<file path="src/rtl/router_pkg.sv">
// ---------------------------------------------------------------------------
// router_pkg
// Shared constants for the 1x3 router ingress controller: port count, the
// reserved destination address and the 3-bit FSM state encoding.
// ---------------------------------------------------------------------------
package router_pkg;

  localparam int NUM_PORTS = 3;

  // Destination address 3 has no output FIFO; such headers are dropped.
  localparam logic [1:0] ADDR_INVALID = 2'b11;

  localparam logic [2:0] DECODE_ADDRESS     = 3'd0;
  localparam logic [2:0] WAIT_TILL_EMPTY    = 3'd1;
  localparam logic [2:0] LOAD_FIRST_DATA    = 3'd2;
  localparam logic [2:0] LOAD_DATA          = 3'd3;
  localparam logic [2:0] FIFO_FULL_STATE    = 3'd4;
  localparam logic [2:0] LOAD_AFTER_FULL    = 3'd5;
  localparam logic [2:0] LOAD_PARITY        = 3'd6;
  localparam logic [2:0] CHECK_PARITY_ERROR = 3'd7;

endpackage

</file>
<file path="src/rtl/router_if.sv">
// ---------------------------------------------------------------------------
// router_if
// Bundle of the ingress controller's handshake and FIFO status signals.
// Names are given from the controller's point of view: i_* flow into the
// controller, o_* flow out of it.
//   slave  : the controller (router_fsm)
//   master : the surrounding logic (register block, FIFOs, downstream readers)
// ---------------------------------------------------------------------------
interface router_if;
  import router_pkg::*;

  logic                 i_pkt_valid;
  logic [1:0]           i_data_in;
  logic                 i_parity_done;
  logic                 i_low_pkt_valid;
  logic [NUM_PORTS-1:0] i_fifo_full;
  logic [NUM_PORTS-1:0] i_fifo_empty;
  logic [NUM_PORTS-1:0] i_read_enb;

  logic [NUM_PORTS-1:0] o_write_enb;
  logic [NUM_PORTS-1:0] o_soft_reset;
  logic [NUM_PORTS-1:0] o_vld_out;
  logic                 o_detect_add;
  logic                 o_lfd_state;
  logic                 o_ld_state;
  logic                 o_laf_state;
  logic                 o_rst_int_reg;
  logic                 o_busy;

  modport slave (
    input  i_pkt_valid, i_data_in, i_parity_done, i_low_pkt_valid,
           i_fifo_full, i_fifo_empty, i_read_enb,
    output o_write_enb, o_soft_reset, o_vld_out, o_detect_add,
           o_lfd_state, o_ld_state, o_laf_state, o_rst_int_reg, o_busy
  );

  modport master (
    output i_pkt_valid, i_data_in, i_parity_done, i_low_pkt_valid,
           i_fifo_full, i_fifo_empty, i_read_enb,
    input  o_write_enb, o_soft_reset, o_vld_out, o_detect_add,
           o_lfd_state, o_ld_state, o_laf_state, o_rst_int_reg, o_busy
  );

endinterface

</file>
<file path="src/rtl/router_timeout.sv">
// ---------------------------------------------------------------------------
// router_timeout
// Idle-read watchdog for one output port. Counts cycles in which the port
// holds data but is not being read; after TIMEOUT such cycles it emits a
// one-cycle o_soft_reset pulse so the stale FIFO gets flushed.
// Ports:
//   clk, reset   clock and asynchronous active-high reset
//   i_vld        port has data pending (~fifo_empty)
//   i_read_enb   downstream read enable for this port
//   o_soft_reset registered one-cycle flush pulse
// ---------------------------------------------------------------------------
module router_timeout #(
  parameter int TIMEOUT = 30,
  parameter int CNT_W   = 5
) (
  input  logic clk,
  input  logic reset,
  input  logic i_vld,
  input  logic i_read_enb,
  output logic o_soft_reset
);

  logic [CNT_W-1:0] r_cnt;
  logic             r_soft_reset;
  logic             w_clear;
  logic             w_expire;

  // Any read, or an empty FIFO, means the port is not stale.
  assign w_clear  = i_read_enb || !i_vld;
  assign w_expire = (r_cnt == CNT_W'(TIMEOUT - 1));

  // Counter wraps to zero on expiry so the flush pulse lasts one cycle.
  always_ff @(posedge clk or posedge reset) begin
    if (reset) begin
      r_cnt        <= '0;
      r_soft_reset <= 1'b0;
    end else begin
      r_soft_reset <= !w_clear && w_expire;
      if (w_clear || w_expire)
        r_cnt <= '0;
      else
        r_cnt <= r_cnt + 1'b1;
    end
  end

  assign o_soft_reset = r_soft_reset;

endmodule

</file>
<file path="src/rtl/router_fsm.sv">
// ---------------------------------------------------------------------------
// router_fsm
// Ingress controller for the 1x3 router. Decodes the header address, picks
// the output FIFO, sequences header/payload/parity writes, stalls on a full
// FIFO and flushes ports whose data sits unread for TIMEOUT cycles.
// Ports:
//   clk, reset  clock and asynchronous active-high reset
//   bus         router_if.slave: pkt_valid, data_in, parity_done,
//               low_pkt_valid, fifo_full/empty, read_enb in; write_enb,
//               soft_reset, vld_out, state decodes and busy out
// ---------------------------------------------------------------------------
module router_fsm
  import router_pkg::*;
#(
  parameter int TIMEOUT = 30,
  parameter int CNT_W   = 5
) (
  input  logic     clk,
  input  logic     reset,
  router_if.slave  bus
);

  logic [2:0]           r_state;
  logic [2:0]           w_next;
  logic [1:0]           r_sel;
  logic [1:0]           w_addr;
  logic                 w_addr_ok;
  logic                 w_write_phase;
  logic [NUM_PORTS-1:0] w_soft_reset;
  // Padded to 4 bits so a 2-bit index never falls outside the vector.
  logic [3:0]           w_full_pad;
  logic [3:0]           w_empty_pad;
  logic [3:0]           w_soft_pad;

  assign w_addr      = bus.i_data_in;
  assign w_addr_ok   = bus.i_pkt_valid && (w_addr != ADDR_INVALID);
  assign w_full_pad  = {1'b0, bus.i_fifo_full};
  assign w_empty_pad = {1'b0, bus.i_fifo_empty};
  assign w_soft_pad  = {1'b0, w_soft_reset};

  genvar k;
  generate
    for (k = 0; k < NUM_PORTS; k++) begin : g_port
      router_timeout #(
        .TIMEOUT (TIMEOUT),
        .CNT_W   (CNT_W)
      ) u_timeout (
        .clk          (clk),
        .reset        (reset),
        .i_vld        (!bus.i_fifo_empty[k]),
        .i_read_enb   (bus.i_read_enb[k]),
        .o_soft_reset (w_soft_reset[k])
      );

      // A full FIFO masks its write so no byte is ever pushed into it.
      assign bus.o_write_enb[k] = w_write_phase && (r_sel == 2'(k)) && !bus.i_fifo_full[k];
    end
  endgenerate

  // State register; reset abandons any packet in flight.
  always_ff @(posedge clk or posedge reset) begin
    if (reset)
      r_state <= DECODE_ADDRESS;
    else
      r_state <= w_next;
  end

  // Destination is latched only for a valid, routable header.
  always_ff @(posedge clk or posedge reset) begin
    if (reset)
      r_sel <= 2'd0;
    else if (r_state == DECODE_ADDRESS && w_addr_ok)
      r_sel <= w_addr;
  end

  // Next-state logic; a flush of the selected port overrides everything.
  always_comb begin
    w_next = r_state;
    case (r_state)
      DECODE_ADDRESS:
        if (w_addr_ok)
          w_next = w_empty_pad[w_addr] ? LOAD_FIRST_DATA : WAIT_TILL_EMPTY;
      WAIT_TILL_EMPTY:
        if (w_empty_pad[r_sel]) w_next = LOAD_FIRST_DATA;
      LOAD_FIRST_DATA:
        w_next = LOAD_DATA;
      LOAD_DATA:
        if (w_full_pad[r_sel])     w_next = FIFO_FULL_STATE;
        else if (!bus.i_pkt_valid) w_next = LOAD_PARITY;
      FIFO_FULL_STATE:
        if (!w_full_pad[r_sel]) w_next = LOAD_AFTER_FULL;
      LOAD_AFTER_FULL:
        if (bus.i_parity_done)        w_next = DECODE_ADDRESS;
        else if (bus.i_low_pkt_valid) w_next = LOAD_PARITY;
        else                          w_next = LOAD_DATA;
      LOAD_PARITY:
        w_next = CHECK_PARITY_ERROR;
      CHECK_PARITY_ERROR:
        w_next = w_full_pad[r_sel] ? FIFO_FULL_STATE : DECODE_ADDRESS;
      default:
        w_next = DECODE_ADDRESS;
    endcase
    if (r_state != DECODE_ADDRESS && w_soft_pad[r_sel])
      w_next = DECODE_ADDRESS;
  end

  assign w_write_phase = (r_state == LOAD_FIRST_DATA) || (r_state == LOAD_DATA) ||
                         (r_state == LOAD_AFTER_FULL) || (r_state == LOAD_PARITY);

  assign bus.o_detect_add  = (r_state == DECODE_ADDRESS);
  assign bus.o_lfd_state   = (r_state == LOAD_FIRST_DATA);
  assign bus.o_ld_state    = (r_state == LOAD_DATA);
  assign bus.o_laf_state   = (r_state == LOAD_AFTER_FULL);
  assign bus.o_rst_int_reg = (r_state == CHECK_PARITY_ERROR);
  assign bus.o_busy        = (r_state != DECODE_ADDRESS) && (r_state != LOAD_DATA);
  assign bus.o_soft_reset  = w_soft_reset;
  assign bus.o_vld_out     = ~bus.i_fifo_empty;

endmodule
</file>
<file path="src/flat_wrapper.sv">
// flat-port wrapper written by rule: the top's interface ports become plain ports
module router_fsm_flat import router_pkg::*;
#(
  parameter int TIMEOUT = 30,
  parameter int CNT_W   = 5
)
  (clk, reset, bus_i_pkt_valid, bus_i_data_in, bus_i_parity_done, bus_i_low_pkt_valid, bus_i_fifo_full, bus_i_fifo_empty, bus_i_read_enb, bus_o_write_enb, bus_o_soft_reset, bus_o_vld_out, bus_o_detect_add, bus_o_lfd_state, bus_o_ld_state, bus_o_laf_state, bus_o_rst_int_reg, bus_o_busy);
  router_if bus_i ();
  input  logic clk;
  input  logic reset;
  input wire logic [$bits(bus_i.i_pkt_valid)-1:0] bus_i_pkt_valid;
  input wire logic [$bits(bus_i.i_data_in)-1:0] bus_i_data_in;
  input wire logic [$bits(bus_i.i_parity_done)-1:0] bus_i_parity_done;
  input wire logic [$bits(bus_i.i_low_pkt_valid)-1:0] bus_i_low_pkt_valid;
  input wire logic [$bits(bus_i.i_fifo_full)-1:0] bus_i_fifo_full;
  input wire logic [$bits(bus_i.i_fifo_empty)-1:0] bus_i_fifo_empty;
  input wire logic [$bits(bus_i.i_read_enb)-1:0] bus_i_read_enb;
  output wire logic [$bits(bus_i.o_write_enb)-1:0] bus_o_write_enb;
  output wire logic [$bits(bus_i.o_soft_reset)-1:0] bus_o_soft_reset;
  output wire logic [$bits(bus_i.o_vld_out)-1:0] bus_o_vld_out;
  output wire logic [$bits(bus_i.o_detect_add)-1:0] bus_o_detect_add;
  output wire logic [$bits(bus_i.o_lfd_state)-1:0] bus_o_lfd_state;
  output wire logic [$bits(bus_i.o_ld_state)-1:0] bus_o_ld_state;
  output wire logic [$bits(bus_i.o_laf_state)-1:0] bus_o_laf_state;
  output wire logic [$bits(bus_i.o_rst_int_reg)-1:0] bus_o_rst_int_reg;
  output wire logic [$bits(bus_i.o_busy)-1:0] bus_o_busy;
  assign bus_i.i_pkt_valid = bus_i_pkt_valid;
  assign bus_i.i_data_in = bus_i_data_in;
  assign bus_i.i_parity_done = bus_i_parity_done;
  assign bus_i.i_low_pkt_valid = bus_i_low_pkt_valid;
  assign bus_i.i_fifo_full = bus_i_fifo_full;
  assign bus_i.i_fifo_empty = bus_i_fifo_empty;
  assign bus_i.i_read_enb = bus_i_read_enb;
  assign bus_o_write_enb = bus_i.o_write_enb;
  assign bus_o_soft_reset = bus_i.o_soft_reset;
  assign bus_o_vld_out = bus_i.o_vld_out;
  assign bus_o_detect_add = bus_i.o_detect_add;
  assign bus_o_lfd_state = bus_i.o_lfd_state;
  assign bus_o_ld_state = bus_i.o_ld_state;
  assign bus_o_laf_state = bus_i.o_laf_state;
  assign bus_o_rst_int_reg = bus_i.o_rst_int_reg;
  assign bus_o_busy = bus_i.o_busy;
  router_fsm #(.TIMEOUT(TIMEOUT), .CNT_W(CNT_W)) u_core (.clk(clk), .reset(reset), .bus(bus_i));
endmodule
</file>
<file path="config.mk">
export PLATFORM = sky130hd
export DESIGN_NAME = router_fsm_flat
export DESIGN_NICKNAME = d
export VERILOG_FILES = /design/src/rtl/router_pkg.sv /design/src/rtl/router_if.sv /design/src/rtl/router_timeout.sv /design/src/rtl/router_fsm.sv /design/src/flat_wrapper.sv
export SDC_FILE = /design/constraint.sdc
export NUM_CORES = 1
export LEC_CHECK = 0
export CORE_MARGIN = 5
export CORE_UTILIZATION = 38
export CTS_CLUSTER_DIAMETER = 40
export DETAILED_ROUTE_END_ITERATION = 6
export RECOVER_POWER = 50
export REMOVE_ABC_BUFFERS = 1
export SLEW_MARGIN = 10
export SYNTH_ARGS = -nofsm -noshare
export SYNTH_HDL_FRONTEND = slang
export SYNTH_SLANG_ARGS = --single-unit
</file>
<file path="constraint.sdc">
create_clock -name clk -period 4.4 [get_ports clk]
set_input_delay 0.88 -clock clk [delete_from_list [all_inputs] [get_ports clk]]
set_output_delay 0.88 -clock clk [all_outputs]
set_load 0.02 [all_outputs]
</file>
# ---- Word level (Yosys, flattened, before mapping)
# Cells that the tools add are included.
dict set report classes {
  n_reduce_logical 32
  bitwise 1
  order_cmp 2
  addsub 3
  eq_ne 18
  mux 22
}
# cell n
set ops {}
lappend ops {{3-bit two-way mux} 9}
lappend ops {{3-bit case mux with 8 select lines} 1}
lappend ops {{5-bit by 1-bit adder with 5-bit output (second input constant)} 3}
lappend ops {{5-bit equality test (second input constant)} 3}
lappend ops {{5-bit two-way mux} 3}
lappend ops {{1-bit logical AND} 13}
lappend ops {{3-bit equality test (second input constant)} 4}
lappend ops {{1-bit logical OR} 9}
lappend ops {{1-bit binary-select mux with 2-bit select} 4}
lappend ops {{3-bit by 2-bit equality test with 1-bit output (second input constant)} 2}
lappend ops {{1-bit zero test} 6}
lappend ops {{2-bit by 3-bit < comparator with 1-bit output (second input constant)} 2}
lappend ops {{3-bit by 1-bit != test with 1-bit output (second input constant)} 2}
lappend ops {{1-bit two-way mux} 4}
lappend ops {{4-bit by 2-bit != test with 1-bit output (second input constant)} 1}
lappend ops {{4-bit AND reduction} 1}
lappend ops {{3-bit by 1-bit equality test with 1-bit output (second input constant)} 1}
lappend ops {{3-bit zero test} 1}
lappend ops {{3-bit by 2-bit != test with 1-bit output (second input constant)} 1}
lappend ops {{3-bit != test (second input constant)} 1}
lappend ops {{3-bit inverter} 1}
lappend ops {{3-bit nonzero test} 1}
lappend ops {{2-bit by 1-bit equality test with 1-bit output (second input constant)} 1}
lappend ops {{2-bit equality test (second input constant)} 1}
lappend ops {{3 further kinds} 3}
dict set report word_totals {
  register_bits 23
  wordCells 86
  in_bits 16
}

# ---- Depth between registers and ports, before layout
dict set report depth {
  word_depth 6
  depth_mapped 6
  mapped_depth_nobuf 5
}

# ---- Hierarchy
# From an unflattened synthesis, not the netlist that was laid out.
dict set report unflattened {
  cells_unflattened 143
  hier_area_um2 1352.5
}
# mod area_per_inst_um2 n_inst cells_each seq_area_each_um2
set by_module_without_submodules {}
lappend by_module_without_submodules {router_timeout 259.0 3 23 150.1}
lappend by_module_without_submodules {router_fsm 575.6 1 74 125.1}

# ---- Worst setup path before layout
# No wires, ideal clock.
dict set report synth_timing {
  kind {input to output}
  startpoint {in bus_i_fifo_full[1]}
  endpoint {out bus_o_write_enb[1]}
  arrival_ps 1656
  path_buffers 0
  path_stages 1
  t_required_ps 3520
  slack_ps 1864
  cell_sequence {nor4b_1}
}
dict set report synth_via {
  elab_chain_cells 2
}
# item line
set synth_lines {}
lappend synth_lines {{start, declared} flat_wrapper.sv:15} ;# input wire logic [$bits(bus_i.i_fifo_full)-1:0] bus_i_fifo_full;
lappend synth_lines {{1-bit zero test} router_fsm.sv:56} ;# assign bus.o_write_enb[k] = w_write_phase && (r_sel == 2'(k)) && !bus.i_fifo_full[k];
lappend synth_lines {{1-bit logical AND} router_fsm.sv:56}
lappend synth_lines {{end, declared} flat_wrapper.sv:18} ;# output wire logic [$bits(bus_i.o_write_enb)-1:0] bus_o_write_enb;
# Every way passes these cells.

# ---- Worst setup path in the final report
# Same ends and word-level chain as after synthesis.

==> metrics.md <==
| Metric | Value |
|---|---|
| Register area | 576 um2 |
| Hold Path Depth | 1 |
| Hold Crit Endpoint | u_core.g_port[2].u_timeout.r_cnt[0] |
| Worst R2R Path Depth | 5 |
| Cell Chain, Critical Path | clkdlybuf4s50_1, nor4b_1, clkdlybuf4s50_1 |
| Post-cts resize count | 0 |
| PortBufs | 30 |
| Crit path max fanout | 2 |
| Tmin final | 3.17 ns |
| Outcome | finished, final reports clean |
| Worst reg2reg endpoint | u_core.r_state[0] |
| Hold Crit Class | reg -> reg |
| Seq cells post-synth | 23 |
| Most frequent cells in the layout | nor2_1 (25), clkdlybuf4s50_1 (25), dfrtp_1 (23) |
| First-pass DRT Iterations | 4 |
| Post-route ant nets | 0 |
| Tcrit/Tclk final | 0.721 |
| Vias in the first global route | 1129 |
| DRT iter0 DRCs | 81 |
| Final Max Tran Viols | 0 |
| HP Start | u_core.g_port[2].u_timeout.r_cnt[0] |
| Worst path slowest cell | clkdlybuf4s50_1 |
| Tot GR Track Use | 0.122 |
| CP max stage delay | 0.66 ns |
| Sequential cell area fraction in the yosys report | 0.427 |
| Average size of a mapped cell | 9.63 um2 |
| Core Area | 3390 um2 |
| Clock Tree Buf Depth | 2 |
| Congestion Overflow GR | 0 |
| Critical Path Source Type | input pin |
| Die outline width | 69.6 um |
| Initial antenna violation count | 0 |
| Chip Height | 69.6 um |
| # nets final | 189 |
| GPL Wtd Cong | 0.838 |
| Area leader, netlist | dfrtp_1 |
| CTS buffer count | 3 |
| Area delta synth->final | 22.6% |
| Wire per inst | 13.1 um |
| DR vias/cell | 5.08 |
| Max-cap viol count | 0 |
| Distinct cells, synth | 38 |
| FF-to-FF Start | u_core.r_sel[1] |
| RSZ-0062 raised after global routing | false |
| Worst EP arrival | 2.29 ns |
| CP Class | in -> out |
| Power Dens Cells | 438 nW/um2 |
| Synthesized cell area | 1350 um2 |
| Detailed placer's ending HPWL | 2200 um |
| DIE AREA | 4840 um2 |
| Max_slew headroom | 0.433 |
| Vias | 1076 |
| Total negative setup slack | 0 ns |
| Clk sink count | 23 |
| Diode count | 0 |
| VDD IR max | 0.000157 V |
| # fillers | 317 |
| CTS tree | done |
| Data required time of the worst path | 3.52 ns |
| Leak | 0.695 nW |
| Initial Util | 0.398 |
| Final routed DRC violation total | 0 |
| Reg-to-reg slack, setup | 2.73 ns |
| Clk slew on worst S/H paths | 0.12 ns |
| Area contributors post-synth | dfrtp_1 (43%), nor2_1 (7.0%), ha_1 (5.6%), xor2_1 (4.5%), buf_6 (4.2%) |
| Ports | 31 |
| # H-tree levels | 1 |
| Post-synth top area share | 0.427 |
| Clock Latency Late Sink | 0.30 ns |
| Routed wire length | 2780 um |
| Post CTS Setup Buffer Count | 0 |
| First-pass GRT wire length | 4920 um |
| Yosys warnings | 0 |
| # rows | 21 |
| Share of layout cells above drive strength 1 | 0.0542 |
| Setup crit end kind | output port |
| Cell family with the largest share of critical-path delay | buffers and inverters |
| Crit-path most repeated cell | clkdlybuf4s50_1 |
| Post-Synthesis Cells | 140 |
| Fin. Hold Viols | 0 |
| Root Buffer | clkbuf_4 |
| Hold-fix buffers, CTS | 0 |
| Largest net degree at the start of global routing | 24 |
| Final Skew | 0.00336 ns |
| Post-Place Cell Area | 1630 um2 |
| Fmax | 315 MHz |
| Final Setup Violations | 0 |
| Multi-input gate area | 664 um2 |
| Slew @ Worst Pin | 0.850 ns |
| Design area | 1650 um2 |
| Buf/Inv on CP | 2 |
[layer usage]
layer / vias to the layer above / global-route usage / routed length (um)
met4: 0 / 0.0542 / 60
met5: - / 0 / 0
met2: 27 / 0.196 / 1290
met3: 6 / 0.0275 / 143
li1: 533 / - / -
met1: 510 / 0.155 / 1290
[kinds of logic (layout without fill, tap and decap cells)]
family / Yosys count / after routing / share of synthesized area
adder cells (fa/ha/maj): 6 / 6 / 0.0557
AO/OA/AOI/OAI: 22 / 22 / 0.125
buffers and inverters: 16 / 42 / 0.0807
flip-flops: 23 / 23 / 0.427
AND/OR/NAND/NOR: 59 / 59 / 0.217
XOR/XNOR: 10 / 10 / 0.0649
multiplexers: 4 / 4 / 0.0297
[registers in the layout, indices dropped and copies added (netlist names)]
signal / cells
u_core.g_port.u_timeout.o_soft_reset: 3
u_core.g_port.u_timeout.r_cnt: 15
u_core.r_sel: 2
u_core.r_state: 3
[per-stage QoR]
step                      setup slack [ns]  total power [mW]   util  hold slack [ns]  cells
final                                 1.23             0.725  0.488            0.498    212
after global routing                  1.11             0.776  0.488            0.528    212
after CTS                             1.22             0.735  0.488            0.505    212
after detailed placement              1.23             0.639  0.480            0.488    208
after global placement                1.28             0.632  0.480            0.478    208
after floorplan                       1.86             0.508      -            0.460    132
[where the power goes]
group	switching (mW)	internal (mW)	total, mW	leakage (nW)
Clock	0.0579	0.0352	0.0931	0.0150
Sequential	0.0764	0.237	0.314	0.308
Combinational	0.152	0.166	0.319	0.372
[cell usage after synthesis]
| cell | number |
|---|---|
| mux2i_1 | 4 |
| inv_1 | 8 |
| nand3_1 | 6 |
| o2111a_1 | 1 |
| a21oi_1 | 2 |
| nor2_1 | 25 |
| and3_1 | 1 |
| o211ai_1 | 2 |
| a21boi_1 | 1 |
| nor3b_1 | 2 |
| o22a_1 | 1 |
| nor4b_1 | 2 |
| nor4_1 | 1 |
| o22ai_2 | 1 |
| nand2_1 | 8 |
| dfrtp_1 | 23 |
| o21a_1 | 2 |
| buf_4 | 3 |
| nor3_2 | 1 |
| ha_1 | 6 |
| o22a_2 | 1 |
| o31ai_1 | 1 |
| a31oi_1 | 1 |
| and2_1 | 1 |
| o22ai_1 | 1 |
| buf_6 | 5 |
| o21bai_1 | 1 |
| xor2_1 | 7 |
| o32a_2 | 1 |
| nor2b_1 | 1 |
| o21ai_1 | 1 |
| a311oi_2 | 1 |
| nor3_1 | 4 |
| nand4_1 | 3 |
| nand3b_1 | 3 |
| xnor2_1 | 3 |
| o21ai_0 | 4 |
| and3b_2 | 1 |
[how the worst max path moves through the flow]
stage                                   from                  to  slack (ns)  cells after the start
after floorplan           bus_i_fifo_full[1]  bus_o_write_enb[1]        1.86                      1
after global placement    bus_i_fifo_full[1]  bus_o_write_enb[1]        1.28                      3
after detailed placement  bus_i_fifo_full[1]  bus_o_write_enb[1]        1.23                      3
after CTS                 bus_i_fifo_full[1]  bus_o_write_enb[1]        1.22                      3
after global routing       u_core.r_state[2]  bus_o_write_enb[1]        1.11                      4
final                     bus_i_fifo_full[1]  bus_o_write_enb[1]        1.23                      3
[layout make-up]
cell class | instances | share of cell area
inverter | 8 | 0.0182
timing repair buffer | 30 | 0.182
tap | 46 | 0.0348
multi-input combinational | 101 | 0.402
clock buffer | 4 | 0.0159
sequential | 23 | 0.348
Power figures use the tool's default switching activity.
